<file path="src/rtl/intrusion_detector_pkg.sv">
// Shared types and constants for the intrusion detector. The sound generator's
// distance-based pitch logic uses the same thresholds.
package intrusion_detector_pkg;

   typedef enum logic [1:0] {
      ST_DISARMED = 2'd0,
      ST_ARMING   = 2'd1,
      ST_ARMED    = 2'd2,
      ST_ALARM    = 2'd3
   } state_t;

   localparam int unsigned THRESH_NEAR_DFLT  = 32'd100;
   localparam int unsigned THRESH_CLEAR_DFLT = 32'd110;

   // Near below near_lim, clear at or above clear_lim, hold in between.
   function automatic logic hyst_near(input int unsigned avg, input logic held,
                                      input int unsigned near_lim, input int unsigned clear_lim);
      logic res;
      if (avg < near_lim) begin
         res = 1'b1;
      end else if (avg >= clear_lim) begin
         res = 1'b0;
      end else begin
         res = held;
      end
      return res;
   endfunction

endpackage

</file>
<file path="src/rtl/intrusion_detector_if.sv">
// Sample/control inputs and status outputs of the intrusion detector.
interface intrusion_detector_if #(parameter int DIST_W = 8);
   logic              Sample_Valid;
   logic [DIST_W-1:0] Sample;
   logic              Arm;
   logic              Clear;
   logic [DIST_W-1:0] Avg_Distance;
   logic              Avg_Valid;
   logic              Near;
   logic              Alarm;
   logic [1:0]        State;
   logic              Fault;

   modport master (
      output Sample_Valid, Sample, Arm, Clear,
      input  Avg_Distance, Avg_Valid, Near, Alarm, State, Fault
   );

   modport slave (
      input  Sample_Valid, Sample, Arm, Clear,
      output Avg_Distance, Avg_Valid, Near, Alarm, State, Fault
   );
endinterface

</file>
<file path="src/rtl/intrusion_detector_moving_average.sv">
// Power-of-two moving average over accepted (non-zero) samples; the strobe
// fires only once the window has been filled.
module moving_average #(
   parameter int DIST_W   = 8,
   parameter int AVG_LOG2 = 2
) (
   input  logic              CLK,
   input  logic              RST,
   input  logic              sample_valid,
   input  logic [DIST_W-1:0] sample,
   output logic [DIST_W-1:0] avg,
   output logic              avg_valid
);
   localparam int WIN    = 1 << AVG_LOG2;
   localparam int SUM_W  = DIST_W + AVG_LOG2;
   localparam int FILL_W = AVG_LOG2 + 1;

   logic [DIST_W-1:0] samp_r [WIN];
   logic [SUM_W-1:0]  sum_r;
   logic [FILL_W-1:0] fill_r;
   logic [DIST_W-1:0] avg_r;
   logic              avg_valid_r;
   logic              accept_s;
   logic [SUM_W-1:0]  sum_nxt_s;
   logic [FILL_W-1:0] fill_nxt_s;

   // Zero is the sensor's out-of-range code; empty slots hold 0 so the running sum stays exact.
   assign accept_s   = sample_valid && (sample != {DIST_W{1'b0}});
   assign sum_nxt_s  = sum_r + SUM_W'(sample) - SUM_W'(samp_r[WIN-1]);
   assign fill_nxt_s = (fill_r == FILL_W'(WIN)) ? fill_r : fill_r + FILL_W'(1);

   // Shift buffer, running sum, fill count and registered average.
   always_ff @(posedge CLK or negedge RST) begin
      if (!RST) begin
         for (int i = 0; i < WIN; i++) samp_r[i] <= {DIST_W{1'b0}};
         sum_r       <= {SUM_W{1'b0}};
         fill_r      <= {FILL_W{1'b0}};
         avg_r       <= {DIST_W{1'b0}};
         avg_valid_r <= 1'b0;
      end else begin
         avg_valid_r <= 1'b0;
         if (accept_s) begin
            samp_r[0] <= sample;
            for (int i = 1; i < WIN; i++) samp_r[i] <= samp_r[i-1];
            sum_r       <= sum_nxt_s;
            fill_r      <= fill_nxt_s;
            avg_r       <= DIST_W'(sum_nxt_s >> AVG_LOG2);
            avg_valid_r <= (fill_nxt_s == FILL_W'(WIN));
         end
      end
   end

   assign avg       = avg_r;
   assign avg_valid = avg_valid_r;
endmodule

</file>
<file path="src/rtl/intrusion_detector.sv">
// Intrusion detector: averaged distance, near hysteresis, arm/alarm FSM and
// sensor-silence tamper detection.
module intrusion_detector
   import intrusion_detector_pkg::*;
#(
   parameter int          DIST_W       = 8,
   parameter int          AVG_LOG2     = 2,
   parameter int unsigned THRESH_NEAR  = THRESH_NEAR_DFLT,
   parameter int unsigned THRESH_CLEAR = THRESH_CLEAR_DFLT,
   parameter int          CONFIRM_CNT  = 3,
   parameter int          ARM_DELAY    = 8,
   parameter int          TIMEOUT_CYC  = 2_000_000
) (
   input  logic CLK,
   input  logic RST,
   intrusion_detector_if.slave bus
);
   localparam int TMO_W  = $clog2(TIMEOUT_CYC + 1);
   localparam int ARM_W  = $clog2(ARM_DELAY + 1);
   localparam int CONF_W = $clog2(CONFIRM_CNT + 1);

   logic [DIST_W-1:0] avg_s;
   logic              avg_valid_s;
   logic              near_now_s;
   logic              fault_set_s;
   logic              near_r;
   logic              alarm_r;
   logic              fault_r;
   state_t            state_r;
   logic [TMO_W-1:0]  tmo_cnt_r;
   logic [ARM_W-1:0]  arm_cnt_r;
   logic [CONF_W-1:0] confirm_r;

   moving_average #(.DIST_W(DIST_W), .AVG_LOG2(AVG_LOG2)) u_avg (
      .CLK          (CLK),
      .RST          (RST),
      .sample_valid (bus.Sample_Valid),
      .sample       (bus.Sample),
      .avg          (avg_s),
      .avg_valid    (avg_valid_s)
   );

   assign near_now_s  = (32'(avg_s) < THRESH_NEAR);
   // Fault rises on exactly the cycle the counter reaches the limit.
   assign fault_set_s = !bus.Sample_Valid && (tmo_cnt_r == TMO_W'(TIMEOUT_CYC - 1));

   // Sensor-silence counter; saturates at the limit with Fault held.
   always_ff @(posedge CLK or negedge RST) begin
      if (!RST) begin
         tmo_cnt_r <= {TMO_W{1'b0}};
         fault_r   <= 1'b0;
      end else if (bus.Sample_Valid) begin
         tmo_cnt_r <= {TMO_W{1'b0}};
         fault_r   <= 1'b0;
      end else if (tmo_cnt_r != TMO_W'(TIMEOUT_CYC)) begin
         tmo_cnt_r <= tmo_cnt_r + TMO_W'(1);
         fault_r   <= fault_r | fault_set_s;
      end
   end

   // Near hysteresis, updated on every new average.
   always_ff @(posedge CLK or negedge RST) begin
      if (!RST) begin
         near_r <= 1'b0;
      end else if (avg_valid_s) begin
         near_r <= hyst_near(32'(avg_s), near_r, THRESH_NEAR, THRESH_CLEAR);
      end
   end

   // Arm/alarm state machine; Arm low overrides everything else.
   always_ff @(posedge CLK or negedge RST) begin
      if (!RST) begin
         state_r   <= ST_DISARMED;
         alarm_r   <= 1'b0;
         arm_cnt_r <= {ARM_W{1'b0}};
         confirm_r <= {CONF_W{1'b0}};
      end else if (!bus.Arm) begin
         state_r   <= ST_DISARMED;
         alarm_r   <= 1'b0;
         arm_cnt_r <= {ARM_W{1'b0}};
         confirm_r <= {CONF_W{1'b0}};
      end else begin
         case (state_r)
            ST_DISARMED: begin
               state_r   <= ST_ARMING;
               arm_cnt_r <= {ARM_W{1'b0}};
            end
            ST_ARMING: begin
               if (avg_valid_s) begin
                  if (arm_cnt_r == ARM_W'(ARM_DELAY - 1)) begin
                     state_r   <= ST_ARMED;
                     confirm_r <= {CONF_W{1'b0}};
                  end
                  arm_cnt_r <= arm_cnt_r + ARM_W'(1);
               end
            end
            ST_ARMED: begin
               if (fault_set_s) begin
                  state_r <= ST_ALARM;
                  alarm_r <= 1'b1;
               end else if (avg_valid_s) begin
                  if (near_now_s) begin
                     confirm_r <= confirm_r + CONF_W'(1);
                     if (confirm_r == CONF_W'(CONFIRM_CNT - 1)) begin
                        state_r <= ST_ALARM;
                        alarm_r <= 1'b1;
                     end
                  end else begin
                     confirm_r <= {CONF_W{1'b0}};
                  end
               end
            end
            ST_ALARM: begin
               if (bus.Clear) begin
                  state_r   <= ST_ARMING;
                  alarm_r   <= 1'b0;
                  arm_cnt_r <= {ARM_W{1'b0}};
               end
            end
            default: begin
               state_r <= ST_DISARMED;
               alarm_r <= 1'b0;
            end
         endcase
      end
   end

   assign bus.Avg_Distance = avg_s;
   assign bus.Avg_Valid    = avg_valid_s;
   assign bus.Near         = near_r;
   assign bus.Alarm        = alarm_r;
   assign bus.State        = state_r;
   assign bus.Fault        = fault_r;
endmodule

</file>
<file path="src/flat_wrapper.sv">
// flat-port wrapper written by rule: the top's interface ports become plain ports
module intrusion_detector_flat import intrusion_detector_pkg::*;
#(
   parameter int          DIST_W       = 8,
   parameter int          AVG_LOG2     = 2,
   parameter int unsigned THRESH_NEAR  = THRESH_NEAR_DFLT,
   parameter int unsigned THRESH_CLEAR = THRESH_CLEAR_DFLT,
   parameter int          CONFIRM_CNT  = 3,
   parameter int          ARM_DELAY    = 8,
   parameter int          TIMEOUT_CYC  = 2_000_000
)
  (CLK, RST, bus_Sample_Valid, bus_Sample, bus_Arm, bus_Clear, bus_Avg_Distance, bus_Avg_Valid, bus_Near, bus_Alarm, bus_State, bus_Fault);
  intrusion_detector_if #(.DIST_W(DIST_W)) bus_i ();
  input  logic CLK;
  input  logic RST;
  input wire logic [$bits(bus_i.Sample_Valid)-1:0] bus_Sample_Valid;
  input wire logic [$bits(bus_i.Sample)-1:0] bus_Sample;
  input wire logic [$bits(bus_i.Arm)-1:0] bus_Arm;
  input wire logic [$bits(bus_i.Clear)-1:0] bus_Clear;
  output wire logic [$bits(bus_i.Avg_Distance)-1:0] bus_Avg_Distance;
  output wire logic [$bits(bus_i.Avg_Valid)-1:0] bus_Avg_Valid;
  output wire logic [$bits(bus_i.Near)-1:0] bus_Near;
  output wire logic [$bits(bus_i.Alarm)-1:0] bus_Alarm;
  output wire logic [$bits(bus_i.State)-1:0] bus_State;
  output wire logic [$bits(bus_i.Fault)-1:0] bus_Fault;
  assign bus_i.Sample_Valid = bus_Sample_Valid;
  assign bus_i.Sample = bus_Sample;
  assign bus_i.Arm = bus_Arm;
  assign bus_i.Clear = bus_Clear;
  assign bus_Avg_Distance = bus_i.Avg_Distance;
  assign bus_Avg_Valid = bus_i.Avg_Valid;
  assign bus_Near = bus_i.Near;
  assign bus_Alarm = bus_i.Alarm;
  assign bus_State = bus_i.State;
  assign bus_Fault = bus_i.Fault;
  intrusion_detector #(.DIST_W(DIST_W), .AVG_LOG2(AVG_LOG2), .THRESH_NEAR(THRESH_NEAR), .THRESH_CLEAR(THRESH_CLEAR), .CONFIRM_CNT(CONFIRM_CNT), .ARM_DELAY(ARM_DELAY), .TIMEOUT_CYC(TIMEOUT_CYC)) u_core (.CLK(CLK), .RST(RST), .bus(bus_i));
endmodule
</file>
<file path="config.mk">
export PLATFORM = sky130hd
export DESIGN_NAME = intrusion_detector_flat
export DESIGN_NICKNAME = d
export VERILOG_FILES = /design/src/rtl/intrusion_detector_pkg.sv /design/src/rtl/intrusion_detector_if.sv /design/src/rtl/intrusion_detector_moving_average.sv /design/src/rtl/intrusion_detector.sv /design/src/flat_wrapper.sv
export SDC_FILE = /design/constraint.sdc
export NUM_CORES = 1
export LEC_CHECK = 0
export ABC_AREA = 1
export ABC_CLOCK_PERIOD_IN_PS = 1970
export CORE_AREA = 2 2 122 76
export CTS_CLUSTER_DIAMETER = 120
export DETAILED_ROUTE_END_ITERATION = 16
export DIE_AREA = 0 0 124 78
export PLACE_DENSITY = 0.75
export SYNTH_ARGS = -nofsm -noshare
export SYNTH_HDL_FRONTEND = slang
export SYNTH_SLANG_ARGS = --single-unit
export TNS_END_PERCENT = 100
</file>
<file path="constraint.sdc">
create_clock -name CLK -period 1.97 [get_ports CLK]
set_input_delay 0.591 -clock CLK [delete_from_list [all_inputs] [get_ports CLK]]
set_output_delay 0.591 -clock CLK [all_outputs]
set_load 0.01 [all_outputs]
</file>
==> results by group, run 1 <==
Run status
  • Status: finished with violations
  • Failing checks: setup timing

Finish
  • Multi-input gate area: 2330 µm²
  • Fin util: 0.687
  • Commonest non-fill, non-tap cells in the layout: nand2_1 (143), dfrtp_1 (77), inv_1 (69)
  • Area Overhead vs Synth: 28.2%
  • Layout cells sized above 1: 0.224
  • Filler cells: 659
  • Fin nets: 697
  • Diode count: 0
  • Most common cell after layout, fill and taps aside: nand2_1
  • FF/Latch Area: 1950 µm²
  • Fin cells: 772

Timing
  • Setup TNS: -262 ps
  • Min cycle time layout: 2100 ps
  • Worst Tran Pin Value: 400 ps
  • Endpoints failing setup: 4
  • FMAX: 0.477 GHz
  • Worst slew margin: 0.733
  • Fin. Hold Viols: 0
  • Post-route setup slack: -126 ps
  • RSZ-0062 raised after global routing: true
  • Final Max Tran Viols: 0
  • Clock skew: 4.91 ps
  • Period utilisation layout: 1.06

Routing
  • Wire per inst: 14.0 µm
  • Vias per cell: 5.18
  • Antenna violation net count after detailed routing: 0
  • First-pass iteration count of the detailed router: 6
  • 1st-iter DRT viols: 322
  • Post-Route WL: 10.8 mm
  • Detailed-route DRC error count: 0
  • Vias: 4000

Global routing
  • Pin count of the biggest net entering global routing: 50
  • GRT overflow: 0
  • Initial antenna violation count: 0
  • First-pass GRT wire length: 17.7 mm
  • Via count of the first global-routing pass: 3769
  • Total GRT Usage: 0.236

Critical path
  • Crit path max fanout: 4
  • Worst setup path startpoint: bus_Sample[6]
  • Data arrival, critical path: 2320 ps
  • Worst Path Buf+Inv: 3
  • Critical path startpoint category: input port
  • FF-to-FF Start: u_core.u_avg.samp_r[2]
  • Critical Path, Cell by Cell: dlygate4sd2_1 > inv_2 > fa_1 > inv_2 > ha_4 > nand2_4 > nor2_2 > nand3_2 > nand3_1 > nand2_1 > nand3_1 > nand2_1
  • Critical path's largest stage delay: 520 ps
  • Kind of cell adding the most delay to the critical path: adder cells
  • Slowest CP cell: fa_1
  • Worst EP required: 2200 ps
  • R2R setup slack: -40 ps
  • Setup crit end kind: register
  • Critical path class: in2reg

Logic synthesis
  • Yosys cell types: 33
  • Adder-cell share of the synthesized area: 0.0933
  • Yosys warnings: 0
  • Avg Cell Area, Syn: 7.69 µm²
  • Synth Net Count: 632
  • Post-synthesis xor/xnor area fraction: 0.0116
  • Syn Std Cell Area: 4530 µm²
  • FF+latch count, synth: 78
  • Register area share after synthesis: 0.430
  • Post-Synthesis Cells: 590
  • Largest family of logic cells by synthesized area: simple AND/OR/NAND/NOR gates
  • Synth Area in Compound Gates: 0.0991
  • Mux cell area share after synthesis: 0
  • Post-synthesis simple-gate area fraction: 0.258

Pwr
  • Pwr dens: 1390 nW/µm²
  • Static leakage: 2.87 nW
  • VDD IR max: 0.000689 V

Floorplan
  • Die Y: 78 µm
  • # IOs: 27
  • Initial core utilization: 0.536
  • Core area: 8460 µm²
  • Die area: 9670 µm²
  • Die width: 124 µm
  • Row cnt: 26

Clock network
  • Clock Pin Slew Worst Setup and Hold Paths: 60 ps
  • Clock Sinks: 78
  • H-tree levels: 3
  • Cts bufs inserted: 9
  • Max Buffers Root-to-Sink: 2
  • Post-CTS Hold Fix Bufs: 0
  • Root Buffer: clkbuf_16
  • CTS tree: built
  • Worst skew pair latency: 330 ps

Placed design
  • Placed cell count: 747
  • Port bufs: 26
  • Post-DP HPWL: 7.56 mm
  • GP Congestion: 0.899

Hold path
  • Min-delay worst type: in2async

Run
  • Max Cap Viol: 0
logic make-up (layout without fill, tap and decap cells):
logic type / count (synthesis) / in the layout
and+or+nand+nor: 274 / 274
adders and majority gates: 29 / 29
xor gates and xnor gates: 6 / 6
AOI/OAI and AO/OA: 84 / 84
DFF: 78 / 78
buffers and inverters: 119 / 189
final cells by class:
class	instances	area share
clock buffers	13	0.0448
clock inverters	3	0.0155
inverters	99	0.0678
multi-input cells	393	0.400
flip-flops and latches	78	0.336
well taps	112	0.0241
repair buffers	74	0.111
worst register-to-register path: cells and delay by family, from the launching register on:
kind / cells / cell delay [ps]
AND/OR/NAND/NOR: 6 / 420
AO/OA/AOI/OAI: 1 / 210
adder cells (fa/ha/maj): 2 / 840
flip-flops: 1 / 410
buffers and inverters: 1 / 50
path summary, 6_finish.rpt:
check,end,cells after the start
min,u_core.u_avg.samp_r[18],2
max reg2reg,u_core.u_avg.sum_r[8],10
max,u_core.u_avg.avg[7],12
min in group CLK,u_core.u_avg.samp_r[1],2
max in group asynchronous,u_core.bus.Near,2
min reg2reg,u_core.u_avg.samp_r[1],2
metal layers:
metal	track usage	share of wire	up-vias	routed length, µm
li1	-	-	1984	-
met1	0.347	0.47	1859	5100
met2	0.348	0.45	144	4800
met3	0.0676	0.071	13	771
met4	0.0506	0.0096	0	103
met5	0	0	-	0
report_power, final:
part	switching, mW	internal (mW)	total, mW
logic	2.13	1.92	4.04
clock network	0.639	1.31	1.95
registers	0.206	1.89	2.10
sequential cells by signal, summed over array words and instances, names as in the netlist, 2 cells and up:
name                 cells
u_core.tmo_cnt_r        21
u_core.u_avg.fill_r      3
u_core.arm_cnt_r         4
u_core.u_avg.samp_r     32
u_core.confirm_r         2
u_core.bus.State         2
u_core.u_avg.sum_r       9
metrics by stage:
step | area (µm²) | setup WS, ps | total power [mW] | hold WS, ps
after floorplan | 4660 | -83.7 | 4.42 | 295
after global placement | 5270 | -784 | 5.36 | 454
after detailed placement | 5270 | -847 | 5.49 | 464
after CTS | 5670 | -40.8 | 7.69 | 240
after global routing | 5810 | -230 | 8.66 | 245
final | 5810 | -126 | 8.09 | 223
Yosys cell counts:
cell type | count | area (µm²)
o21a_1 | 3 | 22.5
nor3_1 | 8 | 40.0
inv_1 | 93 | 349
buf_2 | 6 | 30.0
nand3_1 | 29 | 145
a41oi_1 | 1 | 8.76
ha_1 | 21 | 263
nand2_4 | 1 | 11.3
o21bai_1 | 2 | 15.0
xor2_1 | 4 | 35.0
nor4_1 | 1 | 6.26
a21oi_1 | 18 | 90.1
nand3b_1 | 2 | 15.0
nand3_2 | 1 | 10.0
fa_1 | 8 | 160
nor2_1 | 54 | 203
o21ai_2 | 1 | 8.76
nor3_2 | 1 | 10.0
buf_4 | 9 | 67.6
a31oi_1 | 3 | 18.8
a211oi_1 | 2 | 15.0
inv_2 | 5 | 18.8
xnor2_1 | 2 | 17.5
nand2_2 | 5 | 31.3
o21ai_0 | 53 | 265
clkbuf_1 | 5 | 18.8
nand2_1 | 155 | 582
nand4_1 | 13 | 81.3
o21ai_1 | 1 | 5.00
dfrtp_1 | 78 | 1950
nor2_2 | 2 | 12.5
clkinv_1 | 1 | 3.75
nor2_4 | 2 | 22.5
what timing repair did:
action,CTS,global route
gates resized for setup,40,38
pin swaps,22,18
buffers inserted,3,6
setup endpoints to repair,9,11
endpoints found under the hold margin,0,0
(Power assumes the default switching activity.)
==> run 2, diff against run 1 <==
--- a/config.mk
+++ b/config.mk
@@ -7,10 +7,11 @@
 export LEC_CHECK = 0
 export ABC_AREA = 1
 export ABC_CLOCK_PERIOD_IN_PS = 1970
-export CORE_AREA = 2 2 122 76
+export CAP_MARGIN = 20
+export CORE_AREA = 2 2 113 82
 export CTS_CLUSTER_DIAMETER = 120
 export DETAILED_ROUTE_END_ITERATION = 16
-export DIE_AREA = 0 0 124 78
+export DIE_AREA = 0 0 115 84
 export PLACE_DENSITY = 0.75
 export SYNTH_ARGS = -nofsm -noshare
 export SYNTH_HDL_FRONTEND = slang
==> results by group, run 2 (synthesized netlist as in run 1, its figures left out) <==
Timing
  • Final Max Tran Viols: 0 (unchanged)
  • Period utilisation layout: 1.05 (was 1.06)
  • FMAX: 0.483 GHz (was 0.477 GHz)
  • Worst Tran Pin Value: 389 ps (was 400 ps)
  • Min cycle time layout: 2070 ps (was 2100 ps)
  • Setup TNS: -314 ps (was -262 ps)
  • Worst slew margin: 0.740 (was 0.733)
  • Hold_ws: 136 ps (was 223 ps)
  • Clock skew: 5.38 ps (was 4.91 ps)
  • Fin. Hold Viols: 0 (unchanged)
  • Post-route setup slack: -98.7 ps (was -126 ps)
  • Endpoints failing setup: 6 (was 4)
  • RSZ-0062 raised after global routing: true (unchanged)

Critical path
  • Critical Path, Cell by Cell: inv_2 > fa_1 > inv_2 > ha_4 > nand2_1 > nor2_2 > nand3_2 > nand3_1 > nand2_1 > nand3_1 > nand2_1 (was dlygate4sd2_1 > inv_2 > fa_1 > inv_2 > ha_4 > nand2_4 > nor2_2 > nand3_2 > nand3_1 > nand2_1 > nand3_1 > nand2_1)
  • Critical path class: reg2reg (was in2reg)
  • Critical path's largest stage delay: 550 ps (was 520 ps)
  • Setup crit end kind: register (unchanged)
  • Worst EP required: 2200 ps (about the same)
  • Critical path startpoint category: register (was input port)
  • Slowest CP cell: fa_1 (unchanged)
  • CP most frequent cell: nand2_1
  • Data arrival, critical path: 2300 ps (was 2320 ps)
  • Crit path max fanout: 5 (was 4)

Placed design
  • DP Area: 5260 µm² (was 5270 µm²)
  • GP Congestion: 0.995 (was 0.899)
  • Post-DP HPWL: 7.30 mm (was 7.56 mm)
  • Port bufs: 26 (unchanged)
  • Pre-CTS setup slack: -857 ps (was -847 ps)

Routing
  • Routed length on met2: 4.62 mm (was 4.80 mm)
  • DRT met1 WL: 4.82 mm (was 5.10 mm)
  • Vias: 3939 (was 4000)
  • Post-Route WL: 10.2 mm (was 10.8 mm)
  • 1st-iter DRT viols: 247 (was 322)
  • Antenna violation net count after detailed routing: 0 (unchanged)
  • Detailed-route DRC error count: 0 (unchanged)
  • Vias per cell: 5.16 (was 5.18)
  • Uppermost layer routed: met4 (unchanged)
  • First-pass iteration count of the detailed router: 5 (was 6)
  • Met3 routed WL: 582 µm (was 771 µm)
  • Wire per inst: 13.3 µm (was 14.0 µm)

Finish
  • Diode count: 0 (unchanged)
  • Fin util: 0.656 (was 0.687)
  • Register name with the most flops: u_core.u_avg.samp_r (unchanged)
  • Max reg flops: 32 (unchanged)
  • Area Overhead vs Synth: 26.0% (was 28.2%)
  • Commonest non-fill, non-tap cells in the layout: nand2_1 (148), dfrtp_1 (76), inv_1 (72) (was nand2_1 (143), dfrtp_1 (77), inv_1 (69))
  • Fin nets: 693 (was 697)
  • Layout cells sized above 1: 0.200 (was 0.224)
  • Biggest regs: u_core.u_avg.samp_r: 32 flops, u_core.tmo_cnt_r: 21 flops, u_core.u_avg.sum_r: 9 flops (unchanged)
  • Fin area: 5720 µm² (was 5810 µm²)
  • Most common cell after layout, fill and taps aside: nand2_1 (unchanged)

Run
  • Max Cap Viol: 0 (unchanged)

Hold path
  • Min-delay worst type: in2async (unchanged)

Floorplan
  • Die width: 115 µm (was 124 µm)
  • Die area: 9660 µm² (was 9670 µm²)
  • Initial core utilization: 0.521 (was 0.536)
  • # IOs: 27 (unchanged)
  • Core area: 8710 µm² (was 8460 µm²)
  • Row cnt: 29 (was 26)
  • Die Y: 84 µm (was 78 µm)

Pwr
  • Pwr dens: 1350 nW/µm² (was 1390 nW/µm²)
  • Combinational power share: 0.503 (was 0.500)
  • Switching part of the total: 0.377 (was 0.368)
  • Clock power share: 0.225 (was 0.241)
  • VDD IR max: 0.000643 V (was 0.000689 V)
  • Sequential power share: 0.272 (was 0.259)
  • Static leakage: 2.83 nW (was 2.87 nW)
  • Internal power: 4.81 mW (was 5.12 mW)
  • Switching power: 2.92 mW (was 2.97 mW)

Clock network
  • Root Buffer: clkbuf_16 (unchanged)
  • H-tree levels: 3 (unchanged)
  • Cts bufs inserted: 9 (unchanged)
  • Clock Pin Slew Worst Setup and Hold Paths: 60 ps (about the same)
  • Clock Sinks: 78 (unchanged)
  • Worst skew pair latency: 340 ps (was 330 ps)
  • Max Buffers Root-to-Sink: 2 (unchanged)
  • CTS tree: built (unchanged)

Global routing
  • GRT overflow: 0 (unchanged)
  • Initial antenna violation count: 0 (unchanged)
  • Pin count of the biggest net entering global routing: 51 (was 50)
  • Total GRT Usage: 0.226 (was 0.236)
  • First-pass GRT wire length: 17.2 mm (was 17.7 mm)
  • Via count of the first global-routing pass: 3773 (was 3769)

Run status
  • Status: finished with violations (unchanged)
  • Failing checks: setup timing (unchanged)
==> run 2: changes by cell type in the layout (fill, tap and decap cells not counted), sizes merged <==
cell           change
clkdlybuf4s50      -1
bufinv             -1
buf                -4
clkinvlp           +1
clkbuf             -2
clkdlybuf4s15      +1
clkinv             +1
==> run 2: stage by stage <==
| stage | std cells | total power, mW |
|---|---|---|
| after floorplan | 590 | 4.42 |
| after CTS | 760 | 7.56 |
| final | 763 | 7.72 |
| after global routing | 763 | 8.27 |
| after detailed placement | 741 | 5.48 |
| after global placement | 741 | 5.32 |
==> run 2: power groups by stage <==
stage,registers [mW],clock network (mW),logic (mW)
2_1_floorplan,2.10,0,2.32
3_3_place_gp,2.09,0,3.23
3_5_place_dp,2.11,0,3.37
4_1_cts,2.09,1.77,3.70
5_1_grt,2.14,1.85,4.29
6_report,2.10,1.74,3.89
==> run 2: layout make-up <==
cell class	count	area (µm²)
clock buffer	11	233
clock inverter	4	72.6
fill	722	2990
inverter	99	392
multi-input combinational	393	2300
sequential	78	1950
tap	108	135
timing repair buffer	70	629
==> run 2: routing by layer <==
layer,vias to the layer above,GRT usage
met4,0,0.0778
met2,104,0.334
met1,1846,0.324
met5,-,0
li1,1972,-
met3,17,0.0588
==> run 2: final timing paths <==
check                                        startpoint                      to  slack [ps]  depth (start not counted)
worst min-delay path                                RST  u_core.u_avg.samp_r[1]         140                          1
worst max register to register    u_core.u_avg.sum_r[2]     u_core.u_avg.avg[7]        -100                         11
min in group CLK                u_core.u_avg.samp_r[10]  u_core.u_avg.samp_r[2]         470                          2
worst max-delay path              u_core.u_avg.sum_r[2]     u_core.u_avg.avg[7]        -100                         11
max in group asynchronous                           RST     u_core.bus.State[1]        1260                          2
worst min register to register  u_core.u_avg.samp_r[10]  u_core.u_avg.samp_r[2]         470                          2
==> run 2: critical path, delay by kind of cell, from the launching register on <==
kind / cells / cell delay (ps)
simple gates: 7 / 610
flops: 1 / 390
buf+inv: 2 / 100
fa+ha+maj: 2 / 840
==> run 2: repair_timing <==
item,4_1_cts,5_1_grt
hold buffers,0,0
endpoints found under the hold margin,0,0
gates resized for setup,47,19
setup buffers,4,3
endpoints found under the setup margin,9,14
pin swaps,27,11
==> run 3, diff against run 2 <==
--- a/config.mk
+++ b/config.mk
@@ -6,13 +6,13 @@
 export NUM_CORES = 1
 export LEC_CHECK = 0
 export ABC_AREA = 1
-export ABC_CLOCK_PERIOD_IN_PS = 1970
 export CAP_MARGIN = 20
 export CORE_AREA = 2 2 113 82
 export CTS_CLUSTER_DIAMETER = 120
 export DETAILED_ROUTE_END_ITERATION = 16
 export DIE_AREA = 0 0 115 84
 export PLACE_DENSITY = 0.75
+export SKIP_CTS_REPAIR_TIMING = 1
 export SYNTH_ARGS = -nofsm -noshare
 export SYNTH_HDL_FRONTEND = slang
 export SYNTH_SLANG_ARGS = --single-unit
==> results by group, run 3 (synthesized netlist as in run 1, its figures left out) <==
Run status
  • Status: finished with violations (unchanged)
  • Failing checks: setup timing (unchanged)

Critical path
  • Setup crit end kind: register (unchanged)
  • Critical path startpoint category: input port (was register)
  • Critical Path, Cell by Cell: dlymetal6s2s_1 > inv_2 > fa_2 > inv_1 > ha_4 > nand3_1 > nand3_2 > nand3_1 > nand2_1 > nand2_1 > nand3_1 > o21ai_0 (was inv_2 > fa_1 > inv_2 > ha_4 > nand2_1 > nor2_2 > nand3_2 > nand3_1 > nand2_1 > nand3_1 > nand2_1)
  • Critical path class: in2reg (was reg2reg)
  • Critical path's largest stage delay: 590 ps (was 550 ps)
  • CP most frequent cell: nand3_1 (was nand2_1)
  • Crit path max fanout: 2 (was 5)
  • Kind of cell adding the most delay to the critical path: adder cells (unchanged)
  • Data arrival, critical path: 2270 ps (was 2300 ps)
  • Worst Path Buf+Inv: 3 (was 2)
  • Slowest CP cell: fa_2 (was fa_1)
  • Worst EP required: 2190 ps (was 2200 ps)

Finish
  • Filler cells: 711 (was 722)
  • Fin nets: 691 (was 693)
  • Fin util: 0.659 (was 0.656)
  • Layout cells sized above 1: 0.210 (was 0.200)
  • Fin area: 5740 µm² (was 5720 µm²)
  • Biggest regs: u_core.u_avg.samp_r: 32 flops, u_core.tmo_cnt_r: 21 flops, u_core.u_avg.sum_r: 9 flops (unchanged)
  • Commonest non-fill, non-tap cells in the layout: nand2_1 (143), dfrtp_1 (76), inv_1 (72) (was nand2_1 (148), dfrtp_1 (76), inv_1 (72))
  • Diode count: 0 (unchanged)
  • Register name with the most flops: u_core.u_avg.samp_r (unchanged)
  • Area Overhead vs Synth: 26.6% (was 26.0%)
  • Most common cell after layout, fill and taps aside: nand2_1 (unchanged)
  • Max reg flops: 32 (unchanged)

Floorplan
  • Die width: 115 µm (unchanged)
  • Die area: 9660 µm² (unchanged)
  • Initial core utilization: 0.521 (unchanged)
  • Row cnt: 29 (unchanged)
  • Core area: 8710 µm² (unchanged)
  • Die Y: 84 µm (unchanged)
  • # IOs: 27 (unchanged)

Clock network
  • CTS tree: built (unchanged)
  • Root Buffer: clkbuf_16 (unchanged)
  • Clock Pin Slew Worst Setup and Hold Paths: 60 ps (about the same)
  • Worst skew pair latency: 340 ps (about the same)
  • Cts bufs inserted: 9 (unchanged)
  • Clock Sinks: 78 (unchanged)
  • Max Buffers Root-to-Sink: 2 (unchanged)
  • H-tree levels: 3 (unchanged)

Global routing
  • First-pass GRT wire length: 16.8 mm (was 17.2 mm)
  • GRT overflow: 0 (unchanged)
  • Initial antenna violation count: 0 (unchanged)
  • Total GRT Usage: 0.221 (was 0.226)
  • Via count of the first global-routing pass: 3704 (was 3773)
  • Pin count of the biggest net entering global routing: 51 (unchanged)

Pwr
  • Sequential power share: 0.267 (was 0.272)
  • Static leakage: 2.87 nW (was 2.83 nW)
  • Switching power: 3.03 mW (was 2.92 mW)
  • Clock power share: 0.222 (was 0.225)
  • VDD IR max: 0.000698 V (was 0.000643 V)
  • Pwr dens: 1370 nW/µm² (was 1350 nW/µm²)
  • Internal power: 4.84 mW (was 4.81 mW)
  • Overall power: 7.87 mW (was 7.72 mW)
  • Switching part of the total: 0.385 (was 0.377)
  • Combinational power share: 0.511 (was 0.503)

Timing
  • Post-route setup slack: -78.8 ps (was -98.7 ps)
  • Period utilisation layout: 1.04 (was 1.05)
  • Final Max Tran Viols: 0 (unchanged)
  • Worst Tran Pin Value: 385 ps (was 389 ps)
  • Fin. Hold Viols: 0 (unchanged)
  • FMAX: 0.488 GHz (was 0.483 GHz)
  • Endpoints failing setup: 5 (was 6)
  • Min cycle time layout: 2050 ps (was 2070 ps)
  • RSZ-0062 raised after global routing: true (unchanged)
  • Hold_ws: 138 ps (was 136 ps)
  • Worst slew margin: 0.742 (was 0.740)
  • Clock skew: 5.23 ps (was 5.38 ps)

Placed design
  • GP Congestion: 0.995 (unchanged)
  • DP Area: 5260 µm² (unchanged)
  • Pre-CTS setup slack: -857 ps (unchanged)
  • Post-DP HPWL: 7.30 mm (unchanged)
  • Port bufs: 26 (unchanged)

Routing
  • Vias: 3965 (was 3939)
  • Antenna violation net count after detailed routing: 0 (unchanged)
  • Detailed-route DRC error count: 0 (unchanged)
  • Vias per cell: 5.21 (was 5.16)
  • Post-Route WL: 10.3 mm (was 10.2 mm)
  • First-pass iteration count of the detailed router: 5 (unchanged)
  • Wire per inst: 13.5 µm (was 13.3 µm)
  • 1st-iter DRT viols: 263 (was 247)

Run
  • Max Cap Viol: 0 (unchanged)

Hold path
  • Min-delay worst type: in2async (unchanged)
==> run 3: changes by cell type in the layout (fill, tap and decap cells not counted), moves of 2 or more <==
cell,change
buf_2,-4
dlygate4sd2_1,-2
dlymetal6s2s_1,+4
ha_4,-2
nand2_1,-5
nand2_2,+5
nand3_1,-2
nand3_2,+2
==> run 3: final timing paths <==
path	from	endpoint	slack [ps]	cells past startpoint
setup / recovery	bus_Sample[1]	u_core.u_avg.sum_r[7]	-80	12
hold / removal	RST	u_core.u_avg.samp_r[1]	140	1
setup reg to reg	u_core.u_avg.sum_r[1]	u_core.u_avg.sum_r[8]	-70	9
hold reg to reg	u_core.u_avg.samp_r[10]	u_core.u_avg.samp_r[2]	470	2
max in group asynchronous	RST	u_core.bus.State[1]	1270	2
min in group CLK	u_core.u_avg.samp_r[10]	u_core.u_avg.samp_r[2]	470	2
==> run 3: power by group through the flow <==
stage	Sequential (mW)	Combinational, mW	Clock [mW]
2_1_floorplan	2.10	2.32	0
3_3_place_gp	2.09	3.23	0
3_5_place_dp	2.11	3.37	0
4_1_cts	2.09	3.39	1.77
5_1_grt	2.14	4.42	1.85
6_report	2.10	4.02	1.75
==> run 3: final cells by class <==
type,instances,area [µm²],share of cell area
Tap cell,108,135,0.0235
Inverter,99,394,0.0686
Sequential cell,78,1950,0.340
Clock buffer,11,233,0.0405
Clock inverter,4,72.6,0.0126
Multi-Input combinational cell,393,2320,0.403
Timing Repair Buffer,68,637,0.111
==> run 3: metal layers <==
| metal | global-route usage | share of wire |
|---|---|---|
| met1 | 0.319 | 0.47 |
| met5 | 0 | 0 |
| met2 | 0.322 | 0.46 |
| met3 | 0.0588 | 0.052 |
| met4 | 0.0734 | 0.013 |
==> run 3: worst reg2reg max path, delay by kind of cell, from the launching register on <==
kind / cells / cell delay, ps
adders and majority gates: 2 / 900
DFF: 1 / 390
and+or+nand+nor: 5 / 350
AOI/OAI and AO/OA: 1 / 230
buffers and inverters: 1 / 70
==> run 3: metrics by stage <==
step	std cells	TNS, ps
3_5_place_dp	741	-11380
6_report	761	-278
5_1_grt	761	-649
2_1_floorplan	590	-323
4_1_cts	756	-2960
3_3_place_gp	741	-10720
==> RTL edit (settings of run 1) <==
`TIMEOUT_CYC` is set to 2_000_000 in 2 places; all go to 4_000_000.
--- a/src/rtl/intrusion_detector.sv
+++ b/src/rtl/intrusion_detector.sv
@@ -9,7 +9,7 @@
    parameter int unsigned THRESH_CLEAR = THRESH_CLEAR_DFLT,
    parameter int          CONFIRM_CNT  = 3,
    parameter int          ARM_DELAY    = 8,
-   parameter int          TIMEOUT_CYC  = 2_000_000
+   parameter int          TIMEOUT_CYC  = 4_000_000
 ) (
    input  logic CLK,
    input  logic RST,
--- a/src/flat_wrapper.sv
+++ b/src/flat_wrapper.sv
@@ -7,7 +7,7 @@
    parameter int unsigned THRESH_CLEAR = THRESH_CLEAR_DFLT,
    parameter int          CONFIRM_CNT  = 3,
    parameter int          ARM_DELAY    = 8,
-   parameter int          TIMEOUT_CYC  = 2_000_000
+   parameter int          TIMEOUT_CYC  = 4_000_000
 )
   (CLK, RST, bus_Sample_Valid, bus_Sample, bus_Arm, bus_Clear, bus_Avg_Distance, bus_Avg_Valid, bus_Near, bus_Alarm, bus_State, bus_Fault);
   intrusion_detector_if #(.DIST_W(DIST_W)) bus_i ();
Formal check against the unedited RTL: no difference found for any inputs over 4 cycles, from zero or initial values and one cycle with RST low; that may be too few to reach the edited logic, so the function may still have changed.
==> RTL edit against run 1 <==
The flow still finishes with violations (setup timing). Final area fell by 1.7%. Wire length fell by 5.8%. Setup slack improved by 0.039 ns. Sequential cell count up 1. Synthesized area is 1.0% lower. Clock power decreased by 7%. Critical path depth shrank 4. Synthesized cell count decreased by 6.1%. Global-route usage hardly changed. Power fell by 1.8%. Final cell count is 4.1% lower. Largest cell class unchanged.
==> RTL edit: results (changes against run 1) <==
metric	value	unit	change
outcome	complete, but fails checks		unchanged
failing checks	setup timing		unchanged
Setup crit end	u_core.u_avg.sum_r[5]$_DFFE_PN0P_		was u_core.u_avg.avg[7]$_DFFE_PN0P_
worst hold margin	0.07534	ns	was 0.2229 ns
post-DP HPWL	7584	µm	was 7561 µm
Via density	5.092		was 5.181
Avg WL per Cell	13.72	µm	was 13.97 µm
most common library cells after synthesis	138 x nand2_1, 92 x inv_1, 79 x dfrtp_1, 48 x o21ai_0, 31 x nor2_1		was 155 x nand2_1, 93 x inv_1, 78 x dfrtp_1, 54 x nor2_1, 53 x o21ai_0
placed cell area	0.005298	mm²	was 0.005269 mm²
Synth Instances	554		was 590
Comb power frac	50.3	%	was 50.0%
leakage dissipation	2.844	nW	was 2.874 nW
worst setup margin	-0.08743	ns	was -0.1261 ns
Cell Int Power	0.005009	W	was 0.005116 W
Syn Nets	596		was 632
top flop regs	u_core.u_avg.samp_r x32, u_core.tmo_cnt_r x22, u_core.u_avg.sum_r x9		was u_core.u_avg.samp_r x32, u_core.tmo_cnt_r x21, u_core.u_avg.sum_r x9
CP max FO	5		was 4
Inst Count DP	720		was 747
post-synth cell types	38		was 33
Place WS	-0.8851	ns	was -0.8465 ns
CP startpoint kind	flop		was input pin
P_clk	0.00182	W	was 0.00195 W
vias in the first global route	3626		was 3,769
GRT Util Overall	23.65	%	was 23.62%
largest net degree at the start of global routing	54		was 50
CTS resizes	51		was 40
first-pass GRT wire length	17440	µm	was 17,680 µm
Final #Nets	666		was 697
Sw Share	36.97	%	was 36.76%
Slew HR	79.25	%	was 73.31%
Finish-stage setup viols	6		was 4
fillcell total	672		was 659
Non-Filler Instances	740		was 772
maximum VDD drop	900.7	µV	was 688.8 µV
DRT iter0 DRCs	285		was 322
Arr. time, crit path	2.28	ns	was 2.32 ns
layout cells sized above 1	23.41	%	was 22.42%
DR pass1 iterations	5		was 6
postcts setup bufs	4		was 3
synth top area cells	dfrtp_1 44%, nand2_1 12%, inv_1 7.7%, ha_1 5.9%, o21ai_0 5.4%		was dfrtp_1 43%, nand2_1 13%, inv_1 7.7%, o21ai_0 5.8%, ha_1 5.8%
[RTL edit: logic make-up (layout without fill, tap and decap cells)]
family	count (synthesis)	count (layout)	share of synthesized area, %
compound gates	92	92	11.01
fa+ha+maj	29	29	9.425
simple gates	231	231	23.06
buf+inv	115	189	10.88
flops	79	79	44.06
xor+xnor	8	8	1.561
[RTL edit: metal layers]
| layer | vias up | wire length (µm) | GRT usage [%] |
|---|---|---|---|
| li1 | 1886 | - | - |
| met1 | 1773 | 5051 | 34.62 |
| met4 | 0 | 38 | 4.157 |
| met3 | 4 | 573 | 7.574 |
| met2 | 105 | 4493 | 34.73 |
| met5 | - | 0 | 0 |
[RTL edit: cell type report]
type,count,area (µm²),area share (%)
clock inverters,5,81.33,1.423
inverters,95,396.6,6.941
well taps,112,140.1,2.452
flip-flops and latches,79,1981,34.66
multi-input cells,360,2196,38.43
repair buffers,79,680.7,11.91
clock buffers,10,239.0,4.182
